**src/rtl/mem_seq_if.sv**
```systemverilog
// Bundle of the CPU fetch port, CPU data port and byte-wide RAM port seen by mem_seq.
// The sequencer takes the slave view; the CPU/RAM environment takes the master view.
interface mem_seq_if #(
    parameter int ADDR_W = 32
);
    logic              if_req;
    logic [ADDR_W-1:0] if_addr;
    logic              if_done;
    logic [31:0]       if_inst;

    logic [1:0]        mem_req;
    logic [ADDR_W-1:0] mem_addr;
    logic [1:0]        mem_len;
    logic [31:0]       mem_wdata;
    logic              mem_done;
    logic [31:0]       mem_rdata;

    logic [1:0]        grant;

    logic [7:0]        ram_din;
    logic [7:0]        ram_dout;
    logic [ADDR_W-1:0] ram_a;
    logic              ram_wr;

    modport slave (
        input  if_req, if_addr, mem_req, mem_addr, mem_len, mem_wdata, ram_din,
        output if_done, if_inst, mem_done, mem_rdata, grant, ram_dout, ram_a, ram_wr
    );

    modport master (
        output if_req, if_addr, mem_req, mem_addr, mem_len, mem_wdata, ram_din,
        input  if_done, if_inst, mem_done, mem_rdata, grant, ram_dout, ram_a, ram_wr
    );
endinterface

```
**src/rtl/mem_seq.sv**
```systemverilog
// Serialises IF fetches and MEM loads/stores into per-byte accesses on a single-port
// byte RAM; MEM has fixed priority, one transaction at a time, all outputs registered.
module mem_seq #(
    parameter int ADDR_W = 32
) (
    input  logic     clk,
    input  logic     rst,
    mem_seq_if.slave bus
);

    typedef enum logic [1:0] {
        IDLE,
        RD,
        WR,
        DONE
    } state_e;

    state_e            state_q, state_d;
    logic [2:0]        cnt_q, cnt_d;
    logic [2:0]        len_q, len_d;
    logic              ownMem_q, ownMem_d;
    logic [ADDR_W-1:0] addr_q, addr_d;
    logic [31:0]       wdata_q, wdata_d;
    logic [1:0]        grant_q, grant_d;
    logic [ADDR_W-1:0] ramA_q, ramA_d;
    logic [7:0]        ramDout_q, ramDout_d;
    logic              ramWr_q, ramWr_d;
    logic              ifDone_q, ifDone_d;
    logic              memDone_q, memDone_d;
    logic [31:0]       ifInst_q, ifInst_d;
    logic [31:0]       memRdata_q, memRdata_d;

    logic [2:0]        memLenN;
    logic [2:0]        lenPlusOne;
    logic [1:0]        capIdx;

    always_ff @(posedge clk) begin
        if (rst) begin
            state_q    <= IDLE;
            cnt_q      <= '0;
            len_q      <= '0;
            ownMem_q   <= 1'b0;
            addr_q     <= '0;
            wdata_q    <= '0;
            grant_q    <= 2'b00;
            ramA_q     <= '0;
            ramDout_q  <= '0;
            ramWr_q    <= 1'b0;
            ifDone_q   <= 1'b0;
            memDone_q  <= 1'b0;
            ifInst_q   <= '0;
            memRdata_q <= '0;
        end else begin
            state_q    <= state_d;
            cnt_q      <= cnt_d;
            len_q      <= len_d;
            ownMem_q   <= ownMem_d;
            addr_q     <= addr_d;
            wdata_q    <= wdata_d;
            grant_q    <= grant_d;
            ramA_q     <= ramA_d;
            ramDout_q  <= ramDout_d;
            ramWr_q    <= ramWr_d;
            ifDone_q   <= ifDone_d;
            memDone_q  <= memDone_d;
            ifInst_q   <= ifInst_d;
            memRdata_q <= memRdata_d;
        end
    end

    // cnt_q counts edges since acceptance; in RD the byte issued k edges ago returns two edges later.
    always_comb begin
        state_d    = state_q;
        cnt_d      = cnt_q;
        len_d      = len_q;
        ownMem_d   = ownMem_q;
        addr_d     = addr_q;
        wdata_d    = wdata_q;
        grant_d    = grant_q;
        ramA_d     = ramA_q;
        ramDout_d  = ramDout_q;
        ramWr_d    = ramWr_q;
        ifDone_d   = 1'b0;
        memDone_d  = 1'b0;
        ifInst_d   = ifInst_q;
        memRdata_d = memRdata_q;

        memLenN    = (bus.mem_len == 2'b00) ? 3'd1 :
                     (bus.mem_len == 2'b01) ? 3'd2 : 3'd4;
        lenPlusOne = len_q + 3'd1;
        capIdx     = 2'(cnt_q - 3'd2);

        case (state_q)
            IDLE: begin
                if (bus.mem_req == 2'b01 || bus.mem_req == 2'b10) begin
                    ownMem_d = 1'b1;
                    addr_d   = bus.mem_addr;
                    wdata_d  = bus.mem_wdata;
                    len_d    = memLenN;
                    grant_d  = 2'b10;
                    cnt_d    = 3'd1;
                    ramA_d   = bus.mem_addr;
                    if (bus.mem_req == 2'b10) begin
                        state_d   = WR;
                        ramDout_d = bus.mem_wdata[7:0];
                        ramWr_d   = 1'b1;
                    end else begin
                        state_d = RD;
                        ramWr_d = 1'b0;
                        // Bytes beyond the load length read back as zero.
                        case (memLenN)
                            3'd1:    memRdata_d = {24'h0, memRdata_q[7:0]};
                            3'd2:    memRdata_d = {16'h0, memRdata_q[15:0]};
                            default: memRdata_d = memRdata_q;
                        endcase
                    end
                end else if (bus.if_req) begin
                    ownMem_d = 1'b0;
                    addr_d   = bus.if_addr;
                    len_d    = 3'd4;
                    grant_d  = 2'b01;
                    cnt_d    = 3'd1;
                    ramA_d   = bus.if_addr;
                    ramWr_d  = 1'b0;
                    state_d  = RD;
                end
            end

            RD: begin
                if (cnt_q < len_q) begin
                    ramA_d = addr_q + ADDR_W'(cnt_q);
                end
                if (cnt_q >= 3'd2) begin
                    if (ownMem_q) begin
                        memRdata_d[{capIdx, 3'b000} +: 8] = bus.ram_din;
                    end else begin
                        ifInst_d[{capIdx, 3'b000} +: 8] = bus.ram_din;
                    end
                end
                if (cnt_q == lenPlusOne) begin
                    state_d = DONE;
                    if (ownMem_q) begin
                        memDone_d = 1'b1;
                    end else begin
                        ifDone_d = 1'b1;
                    end
                end
                cnt_d = cnt_q + 3'd1;
            end

            WR: begin
                if (cnt_q < len_q) begin
                    ramA_d    = addr_q + ADDR_W'(cnt_q);
                    ramDout_d = wdata_q[{cnt_q[1:0], 3'b000} +: 8];
                    ramWr_d   = 1'b1;
                end else begin
                    ramWr_d   = 1'b0;
                    state_d   = DONE;
                    memDone_d = 1'b1;
                end
                cnt_d = cnt_q + 3'd1;
            end

            DONE: begin
                state_d = IDLE;
                grant_d = 2'b00;
                cnt_d   = 3'd0;
            end

            default: begin
                state_d = IDLE;
            end
        endcase
    end

    assign bus.if_done   = ifDone_q;
    assign bus.if_inst   = ifInst_q;
    assign bus.mem_done  = memDone_q;
    assign bus.mem_rdata = memRdata_q;
    assign bus.grant     = grant_q;
    assign bus.ram_a     = ramA_q;
    assign bus.ram_dout  = ramDout_q;
    assign bus.ram_wr    = ramWr_q;

endmodule

```
**src/flat_wrapper.sv**
```systemverilog
// flat-port wrapper written by rule: the top's interface ports become plain ports
module mem_seq_flat 
#(
    parameter int ADDR_W = 32
)
  (clk, rst, bus_if_req, bus_if_addr, bus_mem_req, bus_mem_addr, bus_mem_len, bus_mem_wdata, bus_ram_din, bus_if_done, bus_if_inst, bus_mem_done, bus_mem_rdata, bus_grant, bus_ram_dout, bus_ram_a, bus_ram_wr);
  mem_seq_if #(.ADDR_W(ADDR_W)) bus_i ();
  input  logic clk;
  input  logic rst;
  input wire logic [$bits(bus_i.if_req)-1:0] bus_if_req;
  input wire logic [$bits(bus_i.if_addr)-1:0] bus_if_addr;
  input wire logic [$bits(bus_i.mem_req)-1:0] bus_mem_req;
  input wire logic [$bits(bus_i.mem_addr)-1:0] bus_mem_addr;
  input wire logic [$bits(bus_i.mem_len)-1:0] bus_mem_len;
  input wire logic [$bits(bus_i.mem_wdata)-1:0] bus_mem_wdata;
  input wire logic [$bits(bus_i.ram_din)-1:0] bus_ram_din;
  output wire logic [$bits(bus_i.if_done)-1:0] bus_if_done;
  output wire logic [$bits(bus_i.if_inst)-1:0] bus_if_inst;
  output wire logic [$bits(bus_i.mem_done)-1:0] bus_mem_done;
  output wire logic [$bits(bus_i.mem_rdata)-1:0] bus_mem_rdata;
  output wire logic [$bits(bus_i.grant)-1:0] bus_grant;
  output wire logic [$bits(bus_i.ram_dout)-1:0] bus_ram_dout;
  output wire logic [$bits(bus_i.ram_a)-1:0] bus_ram_a;
  output wire logic [$bits(bus_i.ram_wr)-1:0] bus_ram_wr;
  assign bus_i.if_req = bus_if_req;
  assign bus_i.if_addr = bus_if_addr;
  assign bus_i.mem_req = bus_mem_req;
  assign bus_i.mem_addr = bus_mem_addr;
  assign bus_i.mem_len = bus_mem_len;
  assign bus_i.mem_wdata = bus_mem_wdata;
  assign bus_i.ram_din = bus_ram_din;
  assign bus_if_done = bus_i.if_done;
  assign bus_if_inst = bus_i.if_inst;
  assign bus_mem_done = bus_i.mem_done;
  assign bus_mem_rdata = bus_i.mem_rdata;
  assign bus_grant = bus_i.grant;
  assign bus_ram_dout = bus_i.ram_dout;
  assign bus_ram_a = bus_i.ram_a;
  assign bus_ram_wr = bus_i.ram_wr;
  mem_seq #(.ADDR_W(ADDR_W)) u_core (.clk(clk), .rst(rst), .bus(bus_i));
endmodule
```
**config.mk**
```make
export PLATFORM = sky130hd
export DESIGN_NAME = mem_seq_flat
export DESIGN_NICKNAME = d
export VERILOG_FILES = /design/src/rtl/mem_seq_if.sv /design/src/rtl/mem_seq.sv /design/src/flat_wrapper.sv
export SDC_FILE = /design/constraint.sdc
export NUM_CORES = 1
export LEC_CHECK = 0
export CAP_MARGIN = 10
export CORE_MARGIN = 8
export CORE_UTILIZATION = 45
export DETAILED_ROUTE_END_ITERATION = 8
export GPL_TIMING_DRIVEN = 0
export PLACE_DENSITY = 0.75
export SYNTH_ARGS = -nofsm -noshare
export SYNTH_HDL_FRONTEND = slang
export SYNTH_SLANG_ARGS = --single-unit
export TNS_END_PERCENT = 30
```
**constraint.sdc**
```tcl
create_clock -name clk -period 3.5 [get_ports clk]
set_clock_uncertainty 0.05 [all_clocks]
set_input_delay 0.525 -clock clk [delete_from_list [all_inputs] [get_ports clk]]
set_output_delay 0.525 -clock clk [all_outputs]
set_load 0.01 [all_outputs]
```
==> results.ini <==
[floorplanning]
rows = 50
start_util_pct = 45.45
die_h_um = 153.0
num_io_pins = 220
core_area_mm2 = 0.01858
die_w_um = 153.0
die_area_mm2 = 0.02340

[sta]
setup_tns_ps = 0
setup_viol = 0
fin_crit_sh_pct = 95.01
tightest_slew_ps = 1206
rsz0062_at_grt = false
hold_viol_final = 0
fmax_mhz = 300.7
fin_crit_ps = 3326
drv_slew = 0
slew_headroom_pct = 19.44

[power]
p_sw_mw = 2.930
comb_power_share_pct = 38.3
p_seq_share_pct = 36.7
peakVddDrop_uv = 392.2
swShare_pct = 37.83
internal-power_mw = 4.816
clkPwrFrac_pct = 25.0
power.density_mw_per_mm2 = 677.2
leakage_nw = 4.051

[global_route]
grt_usage_pct = 24.32
grt_pass1_vias = 8316
antenna_found_initial = 1
gr-total-overflow = 0
grt_max_degree = 17
grt_first_pass_wirelength_um = 45150

[setup_path]
arrival_ps = 3580
required_ps = 3760
rr_startpoint = u_core.cnt_q[1]$_SDFFE_PP0P_
reg2reg_depth = 7
reg2reg_slack_ps = 360
cpMaxStageDelayCell = buf_1
startpoint_type = input port
crit_chain = clkdlybuf4s50_1 > inv_1 > ha_1 > buf_2 > buf_1 > clkbuf_1 > mux2i_1 > nand2_1 > o2111ai_1 > o21ai_0
crit_path_max_fanout = 10
slowest_delay_ps = 760
r2r-end = u_core.bus.mem_rdata[28]$_SDFFE_PP0P_
path_class = input port to register
endpoint_kind = register

[cts]
cts_buffers = 17
postCtsSetupBuffers = 0
htreeDepth = 4
cts_root_buffer = clkbuf_16
cts_resized = 0
tritoncts = built
clk_pin_slew_ps = 70
clock_latency_ps = 440
numClockSinks = 182
clockBufferDepth = 2
hold_buffers = 0

[placed_design]
gp_congestion = 0.9685
placed_area_mm2 = 0.01084
portBuffers = 210
hpwl_um = 21820

[layout]
design_area_mm2 = 0.01144
n_fill_cell = 1637
mostFrequentLayoutCell = clkdlybuf4s50_1
layout_common_cells = 210 x clkdlybuf4s50_1, 182 x dfxtp_1, 170 x nand2_1
layout.nets = 1363
drive_gt1_share_pct = 5.229
area_growth_pct = 35.46
fin_util_pct = 61.56

[drt]
via_count = 8416
dr.pass1.iters = 5
wl_met3_um = 2375
wl_per_cell_um = 19.52
top_layer_used = met5
wl_met2_um = 13330
via_per_inst = 5.694
drc_errors = 0
wirelength_um = 28840
ant_nets = 0
drt_iter0_drc = 596
wl_met1_um = 12090

[yosys]
syn-cell-area_mm2 = 0.008444
avgSynthCellArea_um2 = 8.419
yosysSeqAreaShare_pct = 43.15
async_flop_share_pct = 0
synth-seq-cells = 182
synth.distinct_cells = 62
synth_edf_count = 0
synth_fp_nets = 1134
synth_cells = 1003
synthFlopType = dfxtp_1
yosys_warnings = 0

[run_status]
status = finished, final reports clean

[min_path]
hp-start = u_core.bus.if_inst[28]$_SDFFE_PP0P_
hold_path_depth = 2
hold_path.class = register to register
hold_end = u_core.bus.if_inst[28]$_SDFFE_PP0P_

[run]
cap_violations = 0

## worst max-delay path: cells and delay by family
kind	cells	cell delay, ps
and+or+nand+nor	1	80
AOI/OAI and AO/OA	2	210
muxes	1	340
buffers and inverters	5	2150
adders and majority gates	1	270
## through the flow
step | instances | hold slack, ps | power [mW] | setup slack [ps]
after floorplan | 1003 | 383.1 | 4.596 | 962.8
after global placement | 1447 | 387.8 | 5.718 | -351.9
after detailed placement | 1447 | 392.9 | 5.773 | -385.7
after CTS | 1477 | 401.6 | 7.702 | 16.02
after global routing | 1477 | 417.1 | 8.169 | 54.02
final | 1478 | 399.4 | 7.746 | 174.5
## final cells by class
type	instances	area, um^2	area share, %
diodes	1	2.502	0.02188
flip-flops and latches	182	3643	31.85
plain buffers	79	309.0	2.702
well taps	234	292.8	2.560
clock inverters	9	128.9	1.127
clock buffers	21	450.4	3.938
inverters	14	52.55	0.4594
multi-input cells	728	4457	38.96
repair buffers	210	2102	18.38
## synthesized netlist by cell type (2+ instances only)
cell type,count,share of area [%]
and4_1,4,0.41
a221oi_1,2,0.21
a22oi_1,11,0.98
nand3b_1,6,0.53
and2_1,5,0.37
buf_1,5,0.22
nand3_1,55,3.3
dfxtp_1,182,43
xnor2_1,10,1.0
o21a_1,2,0.18
clkbuf_1,67,3.0
o221a_2,2,0.27
a22o_1,9,0.93
o311a_1,2,0.24
a211oi_1,38,3.4
inv_1,13,0.58
o21ai_0,23,1.4
nand4_1,20,1.5
nor2_1,59,2.6
mux2i_1,35,4.1
xor2_1,15,1.6
nand2_1,170,7.6
o22ai_1,7,0.52
a31oi_1,5,0.37
nand2b_1,12,0.89
nor3_1,14,0.83
or3_1,3,0.22
ha_1,19,2.8
o31ai_1,3,0.27
nor4_1,4,0.30
or4_1,4,0.36
and3_1,4,0.30
nor4b_1,4,0.41
and3b_1,2,0.21
nor2b_1,4,0.30
mux4_2,8,2.1
mux2_2,8,1.1
o211ai_1,11,0.98
a21oi_1,129,7.6
buf_2,5,0.30
## worst max path at each step
stage	startpoint	cells after the start	to
global route	bus_mem_req[0]	10	u_core.bus.ram_a[4]$_SDFFE_PP0P_
finish	bus_mem_req[0]	10	u_core.bus.ram_a[4]$_SDFFE_PP0P_
CTS	bus_mem_req[0]	10	u_core.bus.ram_a[2]$_SDFFE_PP0P_
detailed placement	bus_mem_req[0]	10	u_core.bus.ram_a[2]$_SDFFE_PP0P_
floorplan	u_core.cnt_q[1]$_SDFFE_PP0P_	8	u_core.bus.mem_rdata[16]$_SDFFE_PP0P_
global placement	bus_mem_req[0]	10	u_core.bus.ram_a[2]$_SDFFE_PP0P_
## power groups by stage
stage	registers, mW	clock network [mW]	logic, mW
6_report	2.84	1.94	2.96
3_5_place_dp	2.87	0	2.90
4_1_cts	2.83	1.94	2.93
5_1_grt	2.89	2.02	3.26
2_1_floorplan	2.86	0	1.74
3_3_place_gp	2.86	0	2.86
## cell families after synthesis
family | synth area share, %
mux | 7.349
compound gates | 18.33
simple gates | 20.98
flops | 43.15
xor+xnor | 2.874
fa+ha+maj | 3.052
buf+inv | 4.267
## flip-flops by register name, summed over array words and instances, names as in the netlist, 3 cells and up
signal / cells
u_core.bus.mem_rdata: 32
u_core.bus.if_inst: 32
u_core.len_q: 3
u_core.wdata_q: 32
u_core.cnt_q: 3
u_core.bus.ram_a: 32
u_core.addr_q: 32
u_core.bus.ram_dout: 8
## layer usage
metal,global-route usage [%],vias up
met5,0,-
met4,11.83,2
met3,6.315,67
met2,39.10,366
met1,29.88,3952
li1,-,4029
Power figures use the tool's default switching activity.
